===== src/rtl/sgb_packet_rx.sv =====
// SGB packet receiver: filters the GB joypad select lines, decodes 128-bit
// command packets and holds the last completed packet in a readable buffer.
module sgb_packet_rx (
    input  logic        clk,
    input  logic        rst_n,
    input  logic        ce,
    input  logic [1:0]  joy_p54,
    input  logic [3:0]  rd_addr,
    output logic [7:0]  rd_data,
    output logic        pkt_ready,
    input  logic        pkt_ack,
    output logic        overrun,
    output logic        rx_busy
);

    typedef enum logic [2:0] {
        S_IDLE, S_SYNC, S_BIT, S_GAP, S_STOP, S_STOPGAP
    } state_t;

    localparam logic [1:0] SYM_RESET = 2'b00;
    localparam logic [1:0] SYM_BIT0  = 2'b10;
    localparam logic [1:0] SYM_BIT1  = 2'b01;
    localparam logic [1:0] SYM_HIGH  = 2'b11;

    state_t         r_state;
    logic [1:0]     r_samp;
    logic [1:0]     r_filt;
    logic [6:0]     r_cnt;
    logic [127:0]   r_sr;
    logic [127:0]   r_buf;
    logic           r_ready;
    logic           r_ovr;
    logic           w_data_sym;
    logic           w_commit;

    assign w_data_sym = (r_filt == SYM_BIT0) || (r_filt == SYM_BIT1);
    assign w_commit   = ce && (r_state == S_STOPGAP) && (r_filt == SYM_HIGH);

    always_ff @(posedge clk or negedge rst_n) begin
        if (!rst_n) begin
            r_state <= S_IDLE;
            r_samp  <= SYM_HIGH;
            r_filt  <= SYM_HIGH;
            r_cnt   <= '0;
            r_sr    <= '0;
            r_buf   <= '0;
            r_ready <= 1'b0;
            r_ovr   <= 1'b0;
        end else begin
            if (ce) begin
                // Two matching consecutive samples are needed before a symbol is accepted.
                r_samp <= joy_p54;
                if (joy_p54 == r_samp)
                    r_filt <= joy_p54;

                if (r_filt == SYM_RESET) begin
                    r_state <= S_SYNC;
                    r_cnt   <= '0;
                    r_sr    <= '0;
                end else begin
                    case (r_state)
                        S_SYNC:
                            if (r_filt == SYM_HIGH) r_state <= S_BIT;
                        S_BIT:
                            if (w_data_sym) begin
                                r_sr    <= {(r_filt == SYM_BIT1), r_sr[127:1]};
                                r_cnt   <= r_cnt + 7'd1;
                                r_state <= S_GAP;
                            end
                        S_GAP:
                            // Counter only reads zero here once all 128 bits have wrapped it.
                            if (r_filt == SYM_HIGH)
                                r_state <= (r_cnt == 7'd0) ? S_STOP : S_BIT;
                        S_STOP:
                            if (r_filt == SYM_BIT0) begin
                                r_state <= S_STOPGAP;
                            end else if (r_filt == SYM_BIT1) begin
                                r_sr    <= '0;
                                r_state <= S_IDLE;
                            end
                        S_STOPGAP:
                            if (r_filt == SYM_HIGH) r_state <= S_IDLE;
                        default:
                            r_state <= S_IDLE;
                    endcase
                end
            end

            // A commit wins over a simultaneous ack; the ack still clears overrun.
            if (w_commit)
                r_ready <= 1'b1;
            else if (pkt_ack)
                r_ready <= 1'b0;

            if (pkt_ack)
                r_ovr <= 1'b0;
            else if (w_commit && r_ready)
                r_ovr <= 1'b1;

            if (w_commit && !r_ready)
                r_buf <= r_sr;
        end
    end

    assign rd_data   = r_buf[{rd_addr, 3'b000} +: 8];
    assign pkt_ready = r_ready;
    assign overrun   = r_ovr;
    assign rx_busy   = (r_state != S_IDLE);

endmodule


===== config.mk =====
export PLATFORM = sky130hd
export DESIGN_NAME = sgb_packet_rx
export DESIGN_NICKNAME = d
export VERILOG_FILES = /design/src/rtl/sgb_packet_rx.sv
export SDC_FILE = /design/constraint.sdc
export NUM_CORES = 1
export LEC_CHECK = 0
export CAP_MARGIN = 20
export CORE_MARGIN = 4
export CORE_UTILIZATION = 55
export DETAILED_ROUTE_END_ITERATION = 6
export GPL_ROUTABILITY_DRIVEN = 0
export HOLD_SLACK_MARGIN = 0.05
export PLACE_DENSITY = 0.74
export SETUP_SLACK_MARGIN = 0.3
export SYNTH_ARGS = -nofsm -noshare
export SYNTH_HDL_FRONTEND = slang
export SYNTH_SLANG_ARGS = --single-unit

===== constraint.sdc =====
create_clock -name clk -period 3.1 [get_ports clk]
set_input_delay 0.93 -clock clk [delete_from_list [all_inputs] [get_ports clk]]
set_output_delay 0.93 -clock clk [all_outputs]
set_load 0.05 [all_outputs]

==> insert_results.sql, run 1 <==
INSERT INTO impl_metrics (metric_group, metric, value, unit) VALUES
('run_status', 'status', 'complete, but fails checks', ''),
('run_status', 'violated_checks', 'setup timing', ''),
('finish', 'layout-drive-gt1-share', '0.3733', ''),
('routing', 'drc', '0', ''),
('clock_network', 'cts.sinks', '272', ''),
('clock_network', 'cts_hold_repair.buffers', '0', ''),
('die', 'die_height', '159.5', 'um'),
('clock_network', 'cts_max_path_buffers', '3', ''),
('timing', 'setup_violation_total_in_the_final_timing_report', '8', ''),
('routing', 'drt_pass1_iterations', '4', ''),
('yosys', 'synth_seq_area_share', '0.5395', ''),
('grt', 'overall_track_demand_over_capacity_in_global_routing', '0.2076', ''),
('grt', 'grt_max_degree', '71', ''),
('critical_path', 'cp.arrival', '2.26', 'ns'),
('finish', 'antenna_cells', '0', ''),
('clock_network', 'cts.reportedPaths.clkPinSlew', '0.06', 'ns'),
('routing', 'detail_route.iter0.violations', '399', ''),
('critical_path', 'critPathCaptureType', 'primary output', ''),
('yosys', 'synth-seq-cells', '272', ''),
('die', 'start_util', '0.5576', ''),
('timing', 'slew_at_the_pin_closest_to_its_max_slew_limit', '0.8773', 'ns'),
('power_and_ir_drop', 'peak_ir_drop_on_the_vdd_network', '0.3347', 'mV'),
('critical_path', 'timing.critical_path.from_type', 'primary input', ''),
('finish', 'flow.area_growth_from_synthesis', '15.00', '%'),
('timing', 'hold_violations', '0', ''),
('clock_network', 'cts-htree-levels', '1', ''),
('die', 'core_area', '0.02264', 'mm2'),
('finish', 'regArea', '0.006812', 'mm2'),
('die', 'pin_count', '21', ''),
('grt', 'grt_pass1_vias', '7710', ''),
('timing', 'clock.fmax', '313.9', 'MHz'),
('timing', 'setup_repair_after_global_routing_missed_its_margin', 'yes', ''),
('routing', 'detail_route.wl_per_cell', '20.40', 'um'),
('timing', 'fin_crit', '3.185', 'ns'),
('timing', 'relSlewSlack', '0.4145', ''),
('yosys', 'syn_inst_count', '932', ''),
('grt', 'grt.overflow.total', '0', ''),
('finish', 'most-common-layout-cells', '268 x dfrtp_1, 139 x mux2_2, 70 x inv_1', ''),
('worst_hold_path', 'hp-class', 'primary input to async pin', ''),
('placement', 'detailedPlacementHpwl', '16880', 'um'),
('die', 'floorplan.die_area', '0.02544', 'mm2'),
('timing', 'slew_violations', '0', ''),
('power_and_ir_drop', 'power_per_cell_area', '565.9', 'mW/mm2'),
('critical_path', 'reg2regPathDepth', '7', ''),
('timing', 'fin_ws', '-0.08534', 'ns'),
('grt', 'grt_first_pass_wirelength', '43280', 'um'),
('routing', 'antenna_violating_nets_post_route', '0', ''),
('finish', 'final_cell_count_no_fill', '1268', ''),
('die', 'die_w', '159.5', 'um'),
('routing', 'drt-vias-per-instance', '5.737', ''),
('timing', 'clock_skew', '0.01848', 'ns'),
('critical_path', 'worstSetupPathDepth', '6', ''),
('power_and_ir_drop', 'report.power.total', '8.216', 'mW'),
('yosys', 'synthDistinctLibCells', '48', ''),
('finish', 'layout.cells.most_common', 'dfrtp_1', ''),
('critical_path', 'path_common_cell', 'buf_12', ''),
('yosys', 'syn_avg_cell_area', '13.55', 'um2'),
('routing', 'wl', '25870', 'um'),
('critical_path', 'worst_path_largest_cell_delay', '0.52', 'ns'),
('finish', 'count_of_filler_cells_inserted_in_the_layout', '1637', ''),
('yosys', 'ys.warnings.count', '0', ''),
('flow_run', 'max_cap_viol_count', '0', ''),
('critical_path', 'critical_path.cell_chain', 'buf_12, buf_12, mux4_2, a22oi_2, nand2_4, buf_12', ''),
('clock_network', 'clk_root_buffer_cell', 'clkbuf_16', ''),
('finish', 'net_total_in_the_final_layout', '977', ''),
('critical_path', 'critical_path.max_fanout', '8', ''),
('critical_path', 'crit_required', '2.17', 'ns'),
('power_and_ir_drop', 'leakage', '6.655', 'nW'),
('clock_network', 'numCtsBuffers', '29', ''),
('yosys', 'synth.cell_area', '0.01262', 'mm2'),
('yosys', 'area_share_of_the_leading_cell_type_in_the_synthesized_netlist', '0.5312', '');
## area by class of cell
cell class,instances,share of cell area
clock buffers,40,0.05627
clock inverters,14,0.01094
inverters,71,0.01836
well taps,285,0.02456
multi-input cells,526,0.3615
flip-flops and latches,272,0.4691
repair buffers,60,0.05920
## final timing paths
check | end | slack, ns | from
worst max-delay path | rd_data[6] | -0.09 | rd_addr[0]
worst min-delay path | r_sr[106]$_DFFE_PN0P_ | 0.35 | rst_n
worst max register to register | r_sr[90]$_DFFE_PN0P_ | 0.88 | r_filt[0]$_DFFE_PN1P_
worst min register to register | r_buf[53]$_DFFE_PN0P_ | 0.50 | r_sr[53]$_DFFE_PN0P_
max in group asynchronous | r_cnt[0]$_DFFE_PN0P_ | 1.97 | rst_n
min in group clk | r_buf[53]$_DFFE_PN0P_ | 0.50 | r_sr[53]$_DFFE_PN0P_
## cells in the mapped netlist, drive strengths merged
library cell	count
o22a	1
inv	71
dfrtp	268
or3	2
a31oi	2
clkbuf	16
nand2b	1
nor2b	5
ha	7
and2	1
mux2i	64
nor3b	3
or4b	1
nand4	1
nand2	76
nand4b	1
nand4bb	1
o211a	1
nor3	69
nand3	4
a22oi	16
mux2	195
o21ai	3
o2bb2ai	1
nor2	11
and2b	1
dfstp	4
o21ba	1
o21bai	1
nor4	3
o31ai	1
o311ai	1
o211ai	1
nor4b	1
xnor2	7
buf	47
nand3b	3
a21oi	8
mux4	32
## repair_timing
item	4_1_cts	5_1_grt
resized for setup	16	0
setup buffers	4	0
setup endpoints to repair	9	8
pin swaps	5	1
cloned	1	0
## kinds of logic (layout without fill, tap and decap cells)
group / count (synthesis) / in the layout / share of synthesized area
xor+xnor: 7 / 7 / 0.004856
compound gates: 37 / 37 / 0.02210
simple gates: 184 / 184 / 0.06928
mux: 291 / 291 / 0.2984
flops: 272 / 272 / 0.5395
buf+inv: 134 / 185 / 0.05887
fa+ha+maj: 7 / 7 / 0.006937
## sequential cells by signal (all words and copies together) (netlist names)
name / flops
r_cnt: 7
r_sr: 128
r_samp: 2
r_state: 3
pkt_ready: 1
overrun: 1
r_buf: 128
r_filt: 2
## layer usage
metal	vias to the layer above	track usage	wire length, um
met2	124	0.3262	12080
met4	0	0.04339	458
met3	34	0.02692	869
li1	3312	-	-
met5	-	0	0
met1	3804	0.3144	12470
## stage by stage
step / hold WS, ns / area (um2) / util / TNS, ns
2_1_floorplan: 0.4751 / 12820 / - / 0
4_1_cts: 0.3492 / 14520 / 0.6413 / -0.5140
3_5_place_dp: 0.4873 / 13420 / 0.5926 / -4.679
3_3_place_gp: 0.4824 / 13420 / 0.5926 / -4.220
5_1_grt: 0.3699 / 14520 / 0.6413 / -0.7693
6_report: 0.3486 / 14520 / 0.6413 / -0.3939
## where the power goes
part / switching [mW] / total (mW) / internal (mW) / leakage, nW
logic: 0.670 / 1.10 / 0.430 / 2.40
registers: 0.0455 / 3.63 / 3.58 / 3.78
clock network: 1.40 / 3.49 / 2.09 / 0.471
total: 2.11 / 8.22 / 6.10 / 6.65
(Power assumes the default switching activity.)
==> run 2, diff against run 1 <==
Settings changed: CTS_BUF_LIST from default to sky130_fd_sc_hd__clkbuf_16, HOLD_SLACK_MARGIN 0.05 to default.
==> run 2 against run 1 <==
Final area decreased by 0.34%; register-to-register slack improved by 0.02 ns; critical endpoint unchanged; fmax decreased by 0.19%; clock skew increased by 0.0023 ns; flip-flop and latch count unchanged; setup slack got worse by 0.0060 ns; die area unchanged; sequential power about the same; total power decreased by 1.8%; the run still ends with setup timing left; count of clock-buffer cells in the layout decreased by 11.
==> insert_results.sql, run 2 (synthesis results as in run 1) <==
INSERT INTO impl_metrics (metric_group, metric, value, unit) VALUES
('run_status', 'status', 'complete, but fails checks', ''),
('power_and_ir_drop', 'switching_power', '2.112', 'mW'),
('routing', 'antenna_violating_nets_post_route', '0', ''),
('finish', 'largestRegisters', 'r_buf x128, r_sr x128, r_cnt x7', ''),
('timing', 'slew_at_the_pin_closest_to_its_max_slew_limit', '0.8936', 'ns'),
('grt', 'grt_antenna_before_repair', '0', ''),
('critical_path', 'critPathCaptureType', 'primary output', ''),
('critical_path', 'crit_type', 'primary input to primary output', ''),
('finish', 'flow.area_growth_from_synthesis', '14.61', '%'),
('finish', 'layout-drive-gt1-share', '0.3683', ''),
('finish', 'layout.cells.most_common', 'dfrtp_1', ''),
('run_status', 'violated_checks', 'setup timing', ''),
('flow_run', 'max_cap_viol_count', '0', ''),
('timing', 'setup_repair_after_global_routing_missed_its_margin', 'yes', ''),
('clock_network', 'clock_insertion_delay_worst_skew', '0.55', 'ns'),
('critical_path', 'crit_slowest_cell', 'mux4_2', ''),
('critical_path', 'bufs_and_invs_on_worst_path', '3', ''),
('routing', 'wl', '25800', 'um'),
('critical_path', 'r2r-start', 'r_filt[0]$_DFFE_PN1P_', ''),
('timing', 'slew_violations', '0', ''),
('timing', 'clock_skew', '0.02074', 'ns'),
('routing', 'drt_pass1_iterations', '4', ''),
('timing', 'final_min_period_over_clock_period', '1.029', ''),
('critical_path', 'crit_required', '2.17', 'ns'),
('power_and_ir_drop', 'share_clk_of_total_power', '0.415', ''),
('power_and_ir_drop', 'combinational_share_of_power', '0.136', ''),
('timing', 'setup_violation_total_in_the_final_timing_report', '8', ''),
('finish', 'non_filler_cell_area_final', '0.01447', 'mm2'),
('routing', 'drc', '0', ''),
('timing', 'clock.fmax', '313.3', 'MHz'),
('grt', 'grt.overflow.total', '0', ''),
('power_and_ir_drop', 'leakage', '6.651', 'nW'),
('timing', 'fin_ws', '-0.09139', 'ns'),
('clock_network', 'cts_tree', 'built', ''),
('routing', 'routed-via-count', '7268', ''),
('clock_network', 'numCtsBuffers', '29', ''),
('placement', 'port_buffers', '20', ''),
('placement', 'numPlacedInstances', '1209', ''),
('clock_network', 'cts_max_path_buffers', '3', ''),
('placement', 'detailedPlacementHpwl', '16880', 'um'),
('clock_network', 'clk_root_buffer_cell', 'clkbuf_16', ''),
('critical_path', 'worst_path_largest_cell_delay', '0.52', 'ns'),
('critical_path', 'reg2regPathDepth', '7', ''),
('critical_path', 'timing.critical_path.from_type', 'primary input', ''),
('critical_path', 'reg2reg_to', 'r_sr[82]$_DFFE_PN0P_', ''),
('finish', 'antenna_cells', '0', ''),
('routing', 'detail_route.iter0.violations', '422', ''),
('grt', 'overall_track_demand_over_capacity_in_global_routing', '0.2068', ''),
('power_and_ir_drop', 'peak_ir_drop_on_the_vdd_network', '0.2816', 'mV'),
('timing', 'relSlewSlack', '0.4036', ''),
('die', 'die_height', '159.5', 'um'),
('die', 'die_w', '159.5', 'um'),
('finish', 'net_total_in_the_final_layout', '977', ''),
('finish', 'most-common-layout-cells', '268 x dfrtp_1, 139 x mux2_2, 76 x inv_1', ''),
('finish', 'final_cell_count_no_fill', '1268', ''),
('die', 'placementRows', '55', ''),
('grt', 'grt_pass1_vias', '7747', ''),
('timing', 'hold_violations', '0', ''),
('critical_path', 'ff2ff_setup_slack', '0.90', 'ns'),
('critical_path', 'critical_path.max_fanout', '8', ''),
('critical_path', 'path_common_cell', 'buf_12', ''),
('power_and_ir_drop', 'cellInternalPower', '5.959', 'mW'),
('die', 'core_area', '0.02264', 'mm2'),
('die', 'pin_count', '21', ''),
('clock_network', 'cts.sinks', '272', ''),
('timing', 'fin_crit', '3.191', 'ns'),
('routing', 'drt-vias-per-instance', '5.732', ''),
('die', 'start_util', '0.5576', ''),
('routing', 'detail_route.wl_per_cell', '20.34', 'um'),
('critical_path', 'path_delay_family', 'multiplexers', ''),
('clock_network', 'cts-htree-levels', '1', ''),
('clock_network', 'cts.reportedPaths.clkPinSlew', '0.06', 'ns'),
('grt', 'grt_max_degree', '71', ''),
('die', 'floorplan.die_area', '0.02544', 'mm2'),
('critical_path', 'cp.arrival', '2.26', 'ns'),
('critical_path', 'critical_path.cell_chain', 'buf_12, buf_12, mux4_2, a22oi_2, nand2_4, buf_12', ''),
('grt', 'grt_first_pass_wirelength', '43210', 'um'),
('worst_hold_path', 'hp-class', 'primary input to async pin', ''),
('power_and_ir_drop', 'switching_share', '0.2617', ''),
('power_and_ir_drop', 'power_per_cell_area', '557.8', 'mW/mm2'),
('power_and_ir_drop', 'sequential_cell_fraction_of_total_power', '0.449', ''),
('placement', 'dpl_cell_area', '0.01342', 'mm2');
## run 2: metrics by stage
step                setup WS [ns]  power, mW  hold WS [ns]  TNS [ns]    util
global placement          -0.5654      4.771        0.4824    -4.220  0.5926
global route              -0.1094      8.382        0.3663   -0.7595  0.6391
finish                   -0.09139      8.071        0.3421   -0.4200  0.6391
detailed placement        -0.6199      4.781        0.4873    -4.679  0.5926
floorplan                  0.1494      4.545        0.4751         0       -
CTS                      -0.09393      8.157        0.3473   -0.5200  0.6391
## run 2: worst max-delay path by stage
stage	cells after the start	endpoint	from
final	6	rd_data[6]	rd_addr[0]
after global routing	7	rd_data[5]	rd_addr[0]
after CTS	6	rd_data[6]	rd_addr[0]
after detailed placement	5	rd_data[7]	rd_addr[3]
after global placement	5	rd_data[6]	rd_addr[3]
after floorplan	5	rd_data[0]	rd_addr[0]
## run 2: worst register-to-register path, cell delays in order, from the launching register on
cell and delay, ns:
dfstp_2 0.39, inv_1 0.11, ha_2 0.37, nor3_1 0.08
a31oi_1 0.19, o211a_4 0.25, buf_12 0.29, mux2_2 0.43
## run 2: power by group through the flow
stage	sequential [mW]	clock [mW]	combinational (mW)
floorplan	3.67	0	0.873
global placement	3.69	0	1.08
detailed placement	3.69	0	1.09
CTS	3.63	3.42	1.11
global route	3.63	3.58	1.17
finish	3.63	3.35	1.10
## run 2: final cells by class
| cell class | count | area [um2] |
|---|---|---|
| fillers | 1650 | 8172 |
| clock inverters | 25 | 200.2 |
| multi-input cells | 526 | 5249 |
| inverters | 71 | 266.5 |
| flip-flops and latches | 272 | 6812 |
| clock buffers | 29 | 725.7 |
| well taps | 285 | 356.6 |
| repair buffers | 60 | 859.6 |
## run 2: per-layer routing
metal  GRT usage  vias up  part of all wire
met3     0.03365       32             0.037
met2      0.3237      118              0.46
met4     0.04221        0             0.017
met5           0        -                 0
li1            -     3308                 -
met1      0.3102     3810              0.48
## run 2: repair_timing
item	4_1_cts	5_1_grt
cloned	1	0
hold buffers	0	0
endpoints found under the setup margin	9	8
buffers inserted	4	0
pin swaps	5	1
gates resized for setup	16	0
